File: src/rtl/task_frame_scheduler.sv
// rtl/task_frame_scheduler.sv - round-robin frame arbiter muxing NUM_CH task channels into one core
// A grant is held for a whole frame and released on core completion or on an idle timeout.
module task_frame_scheduler #(
  parameter int NUM_CH         = 4,
  parameter int DATA_WIDTH     = 8,
  parameter int FRAME_WORDS    = 243,
  parameter int TIMEOUT_CYCLES = 1024
) (
  input  logic                         i_clk,
  input  logic                         i_rst,
  input  logic [NUM_CH-1:0]            i_req,
  input  logic [NUM_CH-1:0]            i_enb,
  input  logic [NUM_CH*DATA_WIDTH-1:0] i_data,
  input  logic                         i_output_last,
  output logic [NUM_CH-1:0]            o_grant,
  output logic                         o_start,
  output logic                         o_enb,
  output logic [DATA_WIDTH-1:0]        o_data,
  output logic [$clog2(NUM_CH)-1:0]    o_ch_id,
  output logic                         o_busy,
  output logic                         o_timeout
);

  localparam int CH_W = $clog2(NUM_CH);
  localparam int WC_W = $clog2(FRAME_WORDS + 1);
  localparam int TC_W = $clog2(TIMEOUT_CYCLES + 1);
  localparam logic [CH_W:0] NUM_CH_W = (CH_W + 1)'(NUM_CH);

  typedef enum logic [1:0] {S_IDLE, S_GRANT, S_XFER, S_WAIT_DONE} state_t;

  state_t              state_q, state_d;
  logic [CH_W-1:0]     ch_q, ch_d;
  logic [CH_W-1:0]     last_q, last_d;
  logic [NUM_CH-1:0]   grant_q, grant_d;
  logic [WC_W-1:0]     wcnt_q, wcnt_d;
  logic [TC_W-1:0]     tcnt_q, tcnt_d;

  logic                pick_vld;
  logic [CH_W-1:0]     pick_ch;
  logic [CH_W:0]       arb_idx;
  logic                g_enb;
  logic [DATA_WIDTH-1:0] g_data;

  // Scan from the farthest offset down so the nearest requester after last_q wins.
  always_comb begin
    pick_vld = 1'b0;
    pick_ch  = '0;
    arb_idx  = '0;
    for (int i = NUM_CH; i >= 1; i--) begin
      arb_idx = {1'b0, last_q} + (CH_W + 1)'(i);
      if (arb_idx >= NUM_CH_W) arb_idx = arb_idx - NUM_CH_W;
      if (i_req[arb_idx[CH_W-1:0]]) begin
        pick_vld = 1'b1;
        pick_ch  = arb_idx[CH_W-1:0];
      end
    end
  end

  always_comb begin
    g_enb  = 1'b0;
    g_data = '0;
    for (int k = 0; k < NUM_CH; k++) begin
      if (CH_W'(k) == ch_q) begin
        g_enb  = i_enb[k];
        g_data = i_data[k*DATA_WIDTH +: DATA_WIDTH];
      end
    end
  end

  always_comb begin
    state_d   = state_q;
    ch_d      = ch_q;
    last_d    = last_q;
    grant_d   = grant_q;
    wcnt_d    = wcnt_q;
    tcnt_d    = tcnt_q;
    o_start   = 1'b0;
    o_enb     = 1'b0;
    o_data    = '0;
    o_timeout = 1'b0;

    case (state_q)
      S_IDLE: begin
        if (pick_vld) begin
          ch_d    = pick_ch;
          grant_d = NUM_CH'(1) << pick_ch;
          state_d = S_GRANT;
        end
      end
      S_GRANT: begin
        o_start = 1'b1;
        wcnt_d  = '0;
        tcnt_d  = '0;
        state_d = S_XFER;
      end
      S_XFER, S_WAIT_DONE: begin
        if (state_q == S_XFER) begin
          o_enb  = g_enb;
          o_data = g_data;
        end
        if (state_q == S_XFER && g_enb) begin
          wcnt_d = wcnt_q + WC_W'(1);
          tcnt_d = '0;
          if (wcnt_q == WC_W'(FRAME_WORDS - 1)) state_d = S_WAIT_DONE;
        end else if (i_output_last) begin
          tcnt_d = '0;
          if (state_q == S_WAIT_DONE) begin
            last_d  = ch_q;
            grant_d = '0;
            state_d = S_IDLE;
          end
        end else if (tcnt_q == TC_W'(TIMEOUT_CYCLES - 1)) begin
          o_timeout = 1'b1;
          tcnt_d    = '0;
          last_d    = ch_q;
          grant_d   = '0;
          state_d   = S_IDLE;
        end else begin
          tcnt_d = tcnt_q + TC_W'(1);
        end
      end
      default: state_d = S_IDLE;
    endcase

    // Reset suppresses pulses that would otherwise leak out of an aborted frame.
    if (i_rst) begin
      o_start   = 1'b0;
      o_enb     = 1'b0;
      o_data    = '0;
      o_timeout = 1'b0;
    end
  end

  always_ff @(posedge i_clk) begin
    if (i_rst) begin
      state_q <= S_IDLE;
      ch_q    <= '0;
      last_q  <= CH_W'(NUM_CH - 1);
      grant_q <= '0;
      wcnt_q  <= '0;
      tcnt_q  <= '0;
    end else begin
      state_q <= state_d;
      ch_q    <= ch_d;
      last_q  <= last_d;
      grant_q <= grant_d;
      wcnt_q  <= wcnt_d;
      tcnt_q  <= tcnt_d;
    end
  end

  assign o_grant = grant_q;
  assign o_ch_id = ch_q;
  assign o_busy  = (state_q != S_IDLE) && !i_rst;

endmodule

File: config.mk
export PLATFORM = sky130hd
export DESIGN_NAME = task_frame_scheduler
export DESIGN_NICKNAME = d
export VERILOG_FILES = /design/src/rtl/task_frame_scheduler.sv
export SDC_FILE = /design/constraint.sdc
export NUM_CORES = 1
export LEC_CHECK = 0
export ABC_AREA = 1
export ABC_CLOCK_PERIOD_IN_PS = 3500
export BUFFER_PORTS_ARGS = -buffer_cell sky130_fd_sc_hd__clkbuf_2
export CORE_ASPECT_RATIO = 1.2
export CORE_MARGIN = 5
export CORE_UTILIZATION = 40
export DETAILED_ROUTE_END_ITERATION = 10
export GPL_ROUTABILITY_DRIVEN = 0
export PLACE_DENSITY = 0.67
export SLEW_MARGIN = 15
export SYNTH_ARGS = -nofsm -noshare
export SYNTH_HDL_FRONTEND = slang
export SYNTH_SLANG_ARGS = --single-unit
File: constraint.sdc
create_clock -name i_clk -period 3.5 [get_ports i_clk]
set_input_delay 0 -clock i_clk [delete_from_list [all_inputs] [get_ports i_clk]]
set_output_delay 0 -clock i_clk [all_outputs]
set_load 0.01 [all_outputs]
==> metrics.md, run 1 <==
| Metric | Value |
|---|---|
| Synth Warn # | 0 |
| Clock network fraction of design power | 20.6% |
| Status | complete, no violations |
| Maximum net fanout on the critical path | 16 |
| Number of placed I/O pins | 61 |
| Number of instances in the synthesized netlist | 320 |
| Overflow left after global routing | 0 |
| Detailed-route wire length | 5220 um |
| Overall power of the completed layout | 1.34 mW |
| Area of placed instances | 2290 um2 |
| Nets | 424 |
| HPWL reported at the end of detailed placement | 4100 um |
| Path category of the worst min-delay check | primary input to register |
| Die span in x | 73.9 um |
| Psw | 0.603 mW |
| Detail Route Antenna Nets | 0 |
| Number of distinct standard cells referenced by the synthesized netlist | 34 |
| Number of design rule violations left after detail routing | 0 |
| Final std cell area, no fill | 2380 um2 |
| Area delta synth->final | 21.4% |
| Worst setup slack after placement | 1.15 ns |
| Clock period minus worst slack | 2.42 ns |
| Pin count of the biggest net entering global routing | 19 |
| Clock latency reported for the late side of the worst-skew pair | 0.28 ns |
| Worst setup path class | register to output pin |
| Root Buffer | sky130_fd_sc_hd__clkbuf_8 |
| Sequential element share of the synthesized area | 29.6% |
| Height of the chip | 86.7 um |
| Count of maximum capacitance violations | 0 |
| Cell type contributing the most total cell area after synthesis | sky130_fd_sc_hd__dfxtp_1 |
| Worst-case clock skew | 0.00356 ns |
| Post-CTS resize count | 0 |
| Fraction of final layout cells sized beyond drive strength 1 | 20.1% |
| Maximum count of clock buffers along a single path | 2 |
| Number of synthesized register bits | 29 |
| Sequential power share | 33.6% |
| Fmax | 414 MHz |
| # H-tree levels | 2 |
| Count of input and output buffers | 60 |
| Average size of a mapped cell | 6.12 um2 |
| Switching power as a share of total power | 45.0% |
| CP Launch Type | register |
| Measured slew at the worst slew-check pin | 0.536 ns |
| Tightest slew margin relative to the limit | 63.9% |
| Combinational group share of total power | 45.8% |
| Area fraction of the dominant cell type after synthesis | 29.6% |
| Ant. Diodes | 0 |
| Ranking of synthesized cells by area | sky130_fd_sc_hd__dfxtp_1 (30%), sky130_fd_sc_hd__nand2_1 (16%), sky130_fd_sc_hd__o21ai_0 (8.9%) |
| Nets in the synthesized netlist | 366 |
| Total via count after detailed routing | 2161 |
| Placeable Area | 4830 um2 |
| First-pass GRT wire length | 8760 um |
| Max-slew violation count | 0 |
| Final setup viols | 0 |
| Final worst path period share | 69.1% |
| CTS buffer count | 5 |
| Clock slew at reported path FFs | 0.06 ns |
| TritonCTS clock tree | yes |
| Vias in the first global route | 2023 |
| Mean routed wirelength per cell | 11.9 um |
| Cell Rows | 28 |
| Setup_tns | 0 ns |
| Hold Fails Final Rpt | 0 |
| Crit path required time | 3.50 ns |
| Power density over the cells | 563 nW/um2 |
| DR pass1 iterations | 4 |
| Post-CTS Setup Inserts | 0 |
| RSZ-0062 raised after global routing | no |
| Cell area after synthesis | 1960 um2 |
| Starting DRT DRC Count | 73 |
| Number of antenna violations at the first check in global routing | 0 |
| Cell-internal power | 0.737 mW |
| Final worst slack | 1.08 ns |
| Total routing resource utilization after global routing | 17.3% |
| Total number of clock tree sinks | 29 |
| Die Area | 6400 um2 |
| Via density per instance | 4.93 |
| Capturing element type of the critical path | output pin |
| Arrival @ worst endpoint | 2.42 ns |
| Starting density of the core | 40.5% |
| IR Drop Worst-Case VDD | 0.000235 V |
| Leakage | 1.16 nW |
| Number of buffers added to fix hold violations after cts | 0 |
| Post-route core utilization | 49.2% |
[worst max-delay path, cell delays in order (launching register included)]
cell and delay [ns]:
sky130_fd_sc_hd__dfxtp_1 0.64, sky130_fd_sc_hd__nand2_1 0.40, sky130_fd_sc_hd__nor2_1 0.20, sky130_fd_sc_hd__nor3_1 0.08
sky130_fd_sc_hd__nand2_1 0.30, sky130_fd_sc_hd__nand2_2 0.12, sky130_fd_sc_hd__nor4_1 0.20, sky130_fd_sc_hd__clkbuf_2 0.20
[placed cells by master, fill, tap and decap left out]
master                     count
sky130_fd_sc_hd__and2_1        1
sky130_fd_sc_hd__nand3b_1      1
sky130_fd_sc_hd__a21boi_0      1
sky130_fd_sc_hd__o31ai_1       2
sky130_fd_sc_hd__nand2_2       2
sky130_fd_sc_hd__nor3_1        2
sky130_fd_sc_hd__o21a_1        1
sky130_fd_sc_hd__xor2_1        5
sky130_fd_sc_hd__a21o_1        1
sky130_fd_sc_hd__nor2_4        1
sky130_fd_sc_hd__nand2_1      81
sky130_fd_sc_hd__xnor2_1       3
sky130_fd_sc_hd__or2_2         2
sky130_fd_sc_hd__nand4_1       2
sky130_fd_sc_hd__nor4_1        1
sky130_fd_sc_hd__dfxtp_1      29
sky130_fd_sc_hd__o221ai_1      2
sky130_fd_sc_hd__nor2_1       29
sky130_fd_sc_hd__inv_2         1
sky130_fd_sc_hd__clkbuf_8      6
sky130_fd_sc_hd__a31oi_2       1
sky130_fd_sc_hd__o211ai_1      1
sky130_fd_sc_hd__clkbuf_2     60
sky130_fd_sc_hd__clkbuf_1      1
sky130_fd_sc_hd__nand3_1      32
sky130_fd_sc_hd__or2_0         1
sky130_fd_sc_hd__o22ai_1       3
sky130_fd_sc_hd__o21ai_1       3
sky130_fd_sc_hd__nor2_2        3
sky130_fd_sc_hd__inv_1        37
sky130_fd_sc_hd__ha_1          3
sky130_fd_sc_hd__o21ai_0      35
sky130_fd_sc_hd__a21oi_1      25
[flip-flops by register name (all words and copies together), names as in the netlist]
| signal | count |
|---|---|
| o_grant | 4 |
| tcnt_q | 11 |
| state_q | 2 |
| wcnt_q | 8 |
| o_ch_id | 2 |
| last_q | 2 |
[per-stage QoR]
stage,instances,hold slack [ns]
global route,438,0.0956
finish,438,0.0746
floorplan,320,0.166
CTS,438,0.0696
detailed placement,431,0.339
global placement,431,0.339
[cell type report]
| cell class | instances | area, um2 |
|---|---|---|
| repair buffers | 60 | 300 |
| inverters | 38 | 143 |
| clock buffers | 7 | 86.3 |
| flip-flops and latches | 29 | 581 |
| well taps | 60 | 75.1 |
| fillers | 531 | 2460 |
| multi-input cells | 244 | 1190 |
[cell usage after synthesis]
library cell / count
sky130_fd_sc_hd__o21ai_0: 35
sky130_fd_sc_hd__xnor2_1: 3
sky130_fd_sc_hd__a21boi_0: 1
sky130_fd_sc_hd__nand2_1: 81
sky130_fd_sc_hd__dfxtp_1: 29
sky130_fd_sc_hd__ha_1: 3
sky130_fd_sc_hd__o211ai_1: 1
sky130_fd_sc_hd__nor2_1: 29
sky130_fd_sc_hd__nand3b_1: 1
sky130_fd_sc_hd__nand3_1: 32
sky130_fd_sc_hd__a31oi_2: 1
sky130_fd_sc_hd__nand4_1: 2
sky130_fd_sc_hd__nor3_1: 2
sky130_fd_sc_hd__o21a_1: 1
sky130_fd_sc_hd__clkbuf_1: 6
sky130_fd_sc_hd__buf_2: 1
sky130_fd_sc_hd__xor2_1: 5
sky130_fd_sc_hd__and2_1: 1
sky130_fd_sc_hd__or2_2: 2
sky130_fd_sc_hd__o31ai_1: 2
sky130_fd_sc_hd__nand2_2: 2
sky130_fd_sc_hd__inv_1: 37
sky130_fd_sc_hd__inv_2: 1
sky130_fd_sc_hd__a21o_1: 1
sky130_fd_sc_hd__nor2_4: 1
sky130_fd_sc_hd__o22ai_1: 3
sky130_fd_sc_hd__nor2_2: 3
sky130_fd_sc_hd__buf_6: 1
sky130_fd_sc_hd__nor4_1: 1
sky130_fd_sc_hd__or2_0: 1
sky130_fd_sc_hd__a21oi_1: 25
sky130_fd_sc_hd__buf_1: 1
sky130_fd_sc_hd__o221ai_1: 2
sky130_fd_sc_hd__o21ai_1: 3
[per-layer routing]
metal	vias up	share of wire (%)	track usage [%]
li1	1169	-	-
met1	965	43	19.1
met2	21	55	31.9
met3	6	1.9	3.71
met4	0	0.92	5.77
met5	-	0	0
[path summary, 6_finish.rpt]
path | start | endpoint | slack (ns) | cells past startpoint
max reg2reg | o_ch_id[0] | state_q[1] | 1.12 | 9
min | i_output_last | tcnt_q[6] | 0.07 | 4
max | o_ch_id[0] | o_timeout | 1.08 | 7
min reg2reg | tcnt_q[1] | tcnt_q[1] | 0.47 | 2
[power by group through the flow]
stage | Sequential (mW) | Clock, mW | Combinational, mW
after floorplan | 0.431 | 0 | 0.464
after global routing | 0.460 | 0.296 | 0.703
after CTS | 0.449 | 0.286 | 0.615
after detailed placement | 0.456 | 0 | 0.612
after global placement | 0.454 | 0 | 0.605
final | 0.450 | 0.276 | 0.613
[kinds of logic (layout without fill, tap and decap cells)]
| family | Yosys count | count (layout) | share of synthesized area [%] |
|---|---|---|---|
| adders and majority gates | 3 | 3 | 1.92 |
| buffers and inverters | 47 | 105 | 9.45 |
| DFF | 29 | 29 | 29.6 |
| and+or+nand+nor | 158 | 158 | 34.5 |
| AOI/OAI and AO/OA | 75 | 75 | 20.9 |
| xor gates and xnor gates | 8 | 8 | 3.58 |
Power figures use the tool's default switching activity.
==> run 2, diff against run 1 <==
ABC_CLOCK_PERIOD_IN_PS = 2100   (was 3500)
PLACE_DENSITY = 0.69   (was 0.67)
clock period = 2.1 ns   (was 3.5 ns; I/O delays follow)
==> metrics.md, run 2 (synthesis results as in run 1) <==
| Metric | Value |
|---|---|
| Starting DRT DRC Count | 99 |
| Count of maximum capacitance violations | 0 |
| RSZ-0062 raised after global routing | no |
| Die Area | 6400 um2 |
| Area delta synth->final | 25.4% |
| Cell Rows | 28 |
| Vias in the first global route | 2153 |
| Height of the chip | 86.7 um |
| Maximum count of clock buffers along a single path | 2 |
| Fillers | 485 |
| Die span in x | 73.9 um |
| Tightest slew margin relative to the limit | 73.9% |
| Detailed-route wire length | 5410 um |
| Post-CTS resize count | 0 |
| Fmax | 555 MHz |
| Total via count after detailed routing | 2213 |
| Crit path required time | 2.26 ns |
| Number of buffers added to fix hold violations after cts | 0 |
| Via density per instance | 4.95 |
| Flip-flop count of the largest register, all copies and words added | 11 |
| Total number of clock tree sinks | 29 |
| Capturing element type of the critical path | register |
| Ant. Diodes | 0 |
| Largest stage delay, worst path | 0.45 ns |
| IR Drop Worst-Case VDD | 0.000476 V |
| First-pass GRT wire length | 9290 um |
| Overflow left after global routing | 0 |
| HPWL reported at the end of detailed placement | 4260 um |
| Number of design rule violations left after detail routing | 0 |
| Worst-case clock skew | 0.00421 ns |
| Most Frequent Cell on Critical Path | sky130_fd_sc_hd__nand2_1 |
| Total routing resource utilization after global routing | 18.3% |
| TritonCTS clock tree | yes |
| Clock period minus worst slack | 1.80 ns |
| Area of the multi-input gates | 1200 um2 |
| Fraction of final layout cells sized beyond drive strength 1 | 22.5% |
| Worst setup path class | register to register |
| Path category of the worst min-delay check | primary input to register |
| Post-Layout Cell Count | 447 |
| Number of placed I/O pins | 61 |
| Nets | 432 |
| Max stage delay cell, worst path | sky130_fd_sc_hd__dfxtp_1 |
| Top library cells by usage in the layout, fill and taps aside | sky130_fd_sc_hd__nand2_1 (81), sky130_fd_sc_hd__clkbuf_2 (60), sky130_fd_sc_hd__inv_1 (37) |
| Number of antenna violations at the first check in global routing | 0 |
| Post-route core utilization | 50.8% |
| Post-CTS Setup Inserts | 0 |
| # H-tree levels | 2 |
| Final worst path period share | 85.8% |
| Most common cell after layout, fill and taps aside | sky130_fd_sc_hd__nand2_1 |
| Detail Route Antenna Nets | 0 |
| CP Launch Type | register |
| Setup_tns | 0 ns |
| Max-slew violation count | 0 |
| CTS buffer count | 5 |
| Worst-case hold slack | 0.0942 ns |
| Clock slew at reported path FFs | 0.06 ns |
| Final setup viols | 0 |
| Mean routed wirelength per cell | 12.1 um |
| Leakage | 1.20 nW |
| Overall power of the completed layout | 2.40 mW |
| Measured slew at the worst slew-check pin | 0.391 ns |
| Sequential cell area | 581 um2 |
| Placeable Area | 4830 um2 |
| Starting density of the core | 40.5% |
| Status | complete, no violations |
| Root Buffer | sky130_fd_sc_hd__clkbuf_8 |
| Maximum net fanout on the critical path | 8 |
| Power density over the cells | 976 nW/um2 |
| DR pass1 iterations | 4 |
| Ordered cell list for the critical path | inv_2, o21ai_0, nand2_1, nand2_1, nand2_1, nand2_1, inv_1, nor2_4, inv_1, nor2_1, nor2_1 |
| Hold Fails Final Rpt | 0 |
| Biggest register | tcnt_q |
| Count of input and output buffers | 60 |
| Arrival @ worst endpoint | 1.96 ns |
| Pin count of the biggest net entering global routing | 19 |
| Placed cell count | 439 |
| Minimum setup slack among reg-to-reg paths | 0.30 ns |
| Clock latency reported for the late side of the worst-skew pair | 0.28 ns |
-- run 2: cell count changes in the layout (fill, tap and decap cells not counted) --
cell,before,now
sky130_fd_sc_hd__buf_4,0,8
sky130_fd_sc_hd__nor2_1,29,28
sky130_fd_sc_hd__clkinv_2,0,1
sky130_fd_sc_hd__nor2_2,3,4
sky130_fd_sc_hd__clkbuf_1,1,0
sky130_fd_sc_hd__clkbuf_8,6,7
-- run 2: final timing paths --
kind,end,depth (start not counted),start
max,state_q[1],11,o_ch_id[0]
min,tcnt_q[6],4,i_output_last
max reg2reg,state_q[1],11,o_ch_id[0]
min reg2reg,wcnt_q[5],2,wcnt_q[5]
-- run 2: per-stage QoR --
step,cell area (um2),setup WS [ns]
final,2460,0.297
after global routing,2460,0.0289
after CTS,2450,0.138
after detailed placement,2350,0.302
after global placement,2350,0.335
after floorplan,1960,0.615
-- run 2: metal layers --
layer	wire [um]	GRT usage, %
met2	2850	33.0
met1	2270	20.4
met5	0	0
met4	124	6.92
met3	161	4.41
-- run 2: area by class of cell --
type | instances | share of cell area [%]
Sequential cell | 29 | 23.6
Tap cell | 60 | 3.06
Timing Repair Buffer | 68 | 14.7
Inverter | 38 | 5.81
Clock inverter | 1 | 0.204
Multi-Input combinational cell | 244 | 48.7
Clock buffer | 7 | 3.92
-- run 2: where the power goes --
| group | total (mW) | switching [mW] | internal [mW] |
|---|---|---|---|
| Combinational | 1.18 | 0.757 | 0.422 |
| Clock | 0.513 | 0.217 | 0.296 |
| Sequential | 0.706 | 0.0800 | 0.626 |
-- run 2: critical path, delay by kind of cell, from the launching register on --
family | cells | cell delay [ns]
compound gates | 1 | 0.09
simple gates | 7 | 0.75
buf+inv | 3 | 0.39
flops | 1 | 0.45
